--- src/rtl/param_loader_generic.sv ---
// param_loader_generic: fetches a runtime-selected number of W-bit words from a
// BRAM, starting at a runtime base address, and packs them into a flat register.
// One read address is issued per cycle. An RD_LAT-deep tag pipe marks which
// cycles carry returning read data, so the design tolerates any BRAM latency >= 1.
//
// Handshake: a load request is accepted only when the FSM is in IDLE and `start`
// is high on a rising edge. `busy` covers the issue and drain phases. `done` is a
// one-cycle pulse in the DONE state. `valid` rises together with `done` and stays
// high until the next accepted request.
module param_loader_generic #(
    parameter int W          = 8,
    parameter int MAX_WORDS  = 8,
    parameter int ADDR_WIDTH = 18,
    parameter int RD_LAT     = 2,
    parameter int CNT_W      = $clog2(MAX_WORDS + 1)
) (
    input  logic                    clk,
    input  logic                    rst,
    input  logic                    start,
    input  logic [ADDR_WIDTH-1:0]   base_addr,
    input  logic [CNT_W-1:0]        word_count,
    output logic                    bram_en,
    output logic [ADDR_WIDTH-1:0]   bram_addr,
    input  logic [W-1:0]            bram_dout,
    output logic [MAX_WORDS*W-1:0]  data_out,
    output logic                    busy,
    output logic                    done,
    output logic                    valid,
    output logic [1:0]              dbg_state_o
);

    typedef enum logic [1:0] {
        S_IDLE  = 2'd0,
        S_ISSUE = 2'd1,
        S_DRAIN = 2'd2,
        S_DONE  = 2'd3
    } state_t;

    localparam logic [CNT_W-1:0]      MAX_N  = CNT_W'(MAX_WORDS);
    localparam logic [CNT_W-1:0]      ONE_C  = CNT_W'(1);
    localparam logic [ADDR_WIDTH-1:0] ONE_A  = ADDR_WIDTH'(1);

    state_t                   state_q, state_d;
    logic                     en_q, en_d;
    logic [ADDR_WIDTH-1:0]    addr_q, addr_d;
    logic [CNT_W-1:0]         n_q, n_d;
    logic [CNT_W-1:0]         issue_cnt_q, issue_cnt_d;
    logic [CNT_W-1:0]         wr_ptr_q, wr_ptr_d;
    logic [MAX_WORDS*W-1:0]   data_q, data_d;
    logic                     valid_q, valid_d;
    logic [RD_LAT-1:0]        tag_q, tag_d;
    logic [CNT_W-1:0]         n_req;

    // Requests larger than the output capacity are clamped to MAX_WORDS.
    assign n_req = (word_count > MAX_N) ? MAX_N : word_count;

    // Next-state, address issue, tag pipe and return capture.
    always_comb begin
        state_d     = state_q;
        en_d        = 1'b0;
        addr_d      = addr_q;
        n_d         = n_q;
        issue_cnt_d = issue_cnt_q;
        wr_ptr_d    = wr_ptr_q;
        data_d      = data_q;
        valid_d     = valid_q;

        // Tag enters the pipe in the cycle the read is presented; it emerges
        // from the top bit in the cycle the BRAM data is on bram_dout.
        tag_d = tag_q;
        for (int i = RD_LAT - 1; i > 0; i--) begin
            tag_d[i] = tag_q[i-1];
        end
        tag_d[0] = en_q;

        if (tag_q[RD_LAT-1]) begin
            for (int s = 0; s < MAX_WORDS; s++) begin
                if (wr_ptr_q == CNT_W'(s)) begin
                    data_d[s*W +: W] = bram_dout;
                end
            end
            wr_ptr_d = wr_ptr_q + ONE_C;
        end

        case (state_q)
            S_IDLE: begin
                if (start) begin
                    n_d         = n_req;
                    data_d      = '0;
                    wr_ptr_d    = '0;
                    issue_cnt_d = '0;
                    if (n_req == '0) begin
                        state_d = S_DONE;
                        valid_d = 1'b1;
                    end else begin
                        state_d     = S_ISSUE;
                        valid_d     = 1'b0;
                        en_d        = 1'b1;
                        addr_d      = base_addr;
                        issue_cnt_d = ONE_C;
                    end
                end
            end
            S_ISSUE: begin
                if (issue_cnt_q < n_q) begin
                    en_d        = 1'b1;
                    addr_d      = addr_q + ONE_A;
                    issue_cnt_d = issue_cnt_q + ONE_C;
                end else begin
                    state_d = S_DRAIN;
                end
            end
            S_DRAIN: begin
                // Use the post-capture pointer so DONE follows the last capture directly.
                if (wr_ptr_d == n_q) begin
                    state_d = S_DONE;
                    valid_d = 1'b1;
                end
            end
            S_DONE: begin
                state_d = S_IDLE;
            end
            default: begin
                state_d = S_IDLE;
            end
        endcase
    end

    // State and datapath registers with synchronous reset; reset also flushes tags.
    always_ff @(posedge clk) begin
        if (rst) begin
            state_q     <= S_IDLE;
            en_q        <= 1'b0;
            addr_q      <= '0;
            n_q         <= '0;
            issue_cnt_q <= '0;
            wr_ptr_q    <= '0;
            data_q      <= '0;
            valid_q     <= 1'b0;
            tag_q       <= '0;
        end else begin
            state_q     <= state_d;
            en_q        <= en_d;
            addr_q      <= addr_d;
            n_q         <= n_d;
            issue_cnt_q <= issue_cnt_d;
            wr_ptr_q    <= wr_ptr_d;
            data_q      <= data_d;
            valid_q     <= valid_d;
            tag_q       <= tag_d;
        end
    end

    assign bram_en     = en_q;
    assign bram_addr   = addr_q;
    assign data_out    = data_q;
    assign valid       = valid_q;
    assign busy        = (state_q == S_ISSUE) || (state_q == S_DRAIN);
    assign done        = (state_q == S_DONE);
    assign dbg_state_o = state_q;

endmodule

--- config.mk ---
export PLATFORM = sky130hd
export DESIGN_NAME = param_loader_generic
export DESIGN_NICKNAME = d
export VERILOG_FILES = /design/src/rtl/param_loader_generic.sv
export SDC_FILE = /design/constraint.sdc
export NUM_CORES = 1
export LEC_CHECK = 0
export BUFFER_PORTS_ARGS = -buffer_cell sky130_fd_sc_hd__buf_2
export CELL_PAD_IN_SITES_DETAIL_PLACEMENT = 0
export CELL_PAD_IN_SITES_GLOBAL_PLACEMENT = 1
export CORE_UTILIZATION = 38
export DETAILED_ROUTE_END_ITERATION = 7
export PLACE_DENSITY = 0.83
export SLEW_MARGIN = 20
export SYNTH_ARGS = -nofsm -noshare
export SYNTH_HDL_FRONTEND = slang
export SYNTH_SLANG_ARGS = --single-unit
--- constraint.sdc ---
create_clock -name clk -period 2.5 [get_ports clk]
set_clock_uncertainty 0.1 [all_clocks]
set_input_delay 0.5 -clock clk [delete_from_list [all_inputs] [get_ports clk]]
set_output_delay 0.5 -clock clk [all_outputs]
set_load 0.1 [all_outputs]
==> impl_metrics.csv <==
group,metric,value,unit
placement,hpwl,8.23,mm
final_layout,drive_gt1_share,24.7,%
timing,relSlewSlack,41.0,%
worst_setup_path,max_stage_delay,0.36,ns
cts,holdBufCountCts,0,
hold_path,min-delay-path-class,"register to register",
final_layout,final_common_cell,"nand2_1",
cts,cts_resized,0,
die,row_count,39,
cts,postCtsSetupBuffers,0,
yosys,yosys_warnings,0,
cts,clk_path_buf_depth,2,
worst_setup_path,crit_type,"register to register",
global_routing,antenna_found_initial,0,
yosys,syn_area_per_cell,7.89,sq um
timing,timing.fmax,0.466,GHz
cts,clock-sinks,100,
route,remaining_drc_errors,0,
power_and_ir_drop,peakVddDrop,1.07,mV
timing,fin_crit,2.15,ns
yosys,synth_cell_types,49,
yosys,netlist.top_cell.by_area,"dfxtp_1",
route,wire_per_inst,14.2,um
yosys,yosysTopAreaCellShare,45.2,%
placement,gp_routability_congestion,0.821,
global_routing,grt_overflow,0,
cts,cts_tree,"yes",
timing,setup_slack,0.353,ns
worst_setup_path,ff2ff_setup_slack,0.35,ns
worst_setup_path,cp.required,2.65,ns
global_routing,grt_max_degree,29,
global_routing,track_usage,19.4,%
route,vias_per_cell,5.10,
route,drt-initial-drc-count,268,
yosys,synth-main-ff-cell,"dfxtp_1",
cts,cts_root_buf,"clkbuf_16",
timing,rsz0062_at_grt,"false",
yosys,synth_area,4430,sq um
yosys,synth_cells,561,
timing,worst_pin_slew,0.883,ns
timing,setup_viol,0,
route,ant_nets,0,
route,routed_wl,11.5,mm
power_and_ir_drop,total_power,6.21,mW
timing,finalSetupTns,0,ns
worst_setup_path,arrival,2.30,ns
global_routing,grt_pass1_vias,3724,
timing,finalMaxSlewViolations,0,
timing,fin_crit_sh,85.9,%
cts,h-tree-depth,3,
yosys,synth-seq-cells,100,
power_and_ir_drop,powerDensity,1130,nW/um^2
worst_setup_path,cp_cell_sequence,"inv_1 -> ha_1 -> nand2b_1 -> o211a_1 -> nand2_1 -> a31oi_1 -> buf_4 -> o21ai_0 -> a221oi_1",
route,first_pass_iters,7,
final_layout,final_cell_area,5490,sq um
die,dieArea,12100,sq um
final_layout,nets,709,
worst_setup_path,crit_fanout,12,
placement,io_buffers,120,
yosys,synth-edff-count,0,
worst_setup_path,crit_path_start_kind,"register",
die,start_util,38.9,%
cts,worstSkewPairLatency,0.34,ns
worst_setup_path,slowest_stage,"dfxtp_2",
yosys,synthArstFlopShare,0,%
final_layout,nFillCells,1166,
cts,numCtsBuffers,9,
global_routing,grt_pass1_wl,18.2,mm
die,die_x,110,um
die,die_h,110,um
die,coreArea,11400,sq um
placement,preCtsSetupSlack,0.353,ns
worst_setup_path,cp-end-kind,"register",
die,ioPinCount,121,
yosys,syn_nets,607,
power_and_ir_drop,p_leak,2.23,nW
yosys,synth_area_leaders,"dfxtp_1 (45%), nand2_1 (13%), a21oi_1 (9.8%)",
yosys,yosysSeqAreaShare,45.2,%
final_layout,diodes,0,
timing,finalHoldViolations,0,
final_layout,layout_common_cells,"nand2_1 (151), buf_2 (120), dfxtp_1 (94)",
final_layout,area_growth_syn_to_layout,24.0,%
route,vias,4138,
placement,post_dp_cell_area,5160,sq um
outcome,status,"completed",
job,cap_violations,0,
cts,cts.clk_slew.worst_paths,0.07,ns
==> cells by family after synthesis <==
logic type	Yosys count	synth area share [%]
AND/OR/NAND/NOR	235	22.7
AO/OA/AOI/OAI	135	18.1
adder cells (fa/ha/maj)	13	3.67
flip-flops	100	45.2
XOR/XNOR	11	2.49
buffers and inverters	55	5.09
multiplexers	12	2.71
==> metrics by stage <==
stage                     std cells  utilization (%)  hold WS (ns)
after floorplan                 561                -         0.314
after global placement          795             45.4         0.323
after detailed placement        795             45.4         0.331
after CTS                       811             48.3         0.336
after global routing            811             48.3         0.361
final                           811             48.3         0.342
==> registers in the layout (all words and copies together) (netlist names) <==
signal	count
wr_ptr_q	4
tag_q	2
issue_cnt_q	4
bram_en	1
data_out	64
n_q	4
dbg_state_o	2
valid	1
bram_addr	18
==> path summary, 6_finish.rpt <==
kind | start | depth (start not counted) | endpoint
worst max-delay path | dbg_state_o[0] | 9 | bram_addr[0]
worst min register to register | tag_q[0] | 1 | tag_q[1]
worst min-delay path | tag_q[0] | 1 | tag_q[1]
worst max register to register | dbg_state_o[0] | 9 | bram_addr[0]
==> Yosys cell counts (all sizes together), types with 3 or more instances <==
cell type	number
nand3	11
and3	3
nor2b	3
o221a	3
or2	4
xnor2	4
nor3b	5
nor2	33
a211oi	3
inv	14
nand2	152
clkbuf	32
buf	9
o31a	3
mux2i	12
o211ai	3
o21ai	11
dfxtp	100
a21oi	87
xor2	6
nor3	8
o32ai	8
and2	6
ha	13
==> area by class of cell <==
class | count | area (sq um) | share of cell area, %
clock buffer | 9 | 225 | 4.10
clock inverter | 7 | 98.8 | 1.80
inverter | 14 | 52.6 | 0.957
multi-input combinational | 406 | 2210 | 40.2
sequential | 100 | 2010 | 36.6
tap | 143 | 179 | 3.26
timing repair buffer | 132 | 716 | 13.0
==> power breakdown <==
group / total (mW) / leakage, nW / switching [mW] / internal [mW]
Sequential: 1.99 / 0.812 / 0.199 / 1.79
Combinational: 2.71 / 1.26 / 2.10 / 0.611
Clock: 1.51 / 0.156 / 0.628 / 0.883
==> worst max-delay path, delay by kind of cell, from the launching register on <==
family | cells | cell delay [ns]
AO/OA/AOI/OAI | 4 | 0.78
adder cells (fa/ha/maj) | 1 | 0.28
buffers and inverters | 2 | 0.27
flip-flops | 1 | 0.36
AND/OR/NAND/NOR | 2 | 0.26
==> routing by layer <==
| layer | up-vias | routed length (um) | global-route usage [%] | share of wire (%) |
|---|---|---|---|---|
| li1 | 2098 | - | - | - |
| met3 | 9 | 715 | 4.33 | 6.2 |
| met1 | 1913 | 5320 | 25.5 | 46 |
| met4 | 0 | 119 | 5.43 | 1.0 |
| met2 | 118 | 5370 | 31.7 | 47 |
| met5 | - | 0 | 0 | 0 |
(Power assumes the default switching activity.)
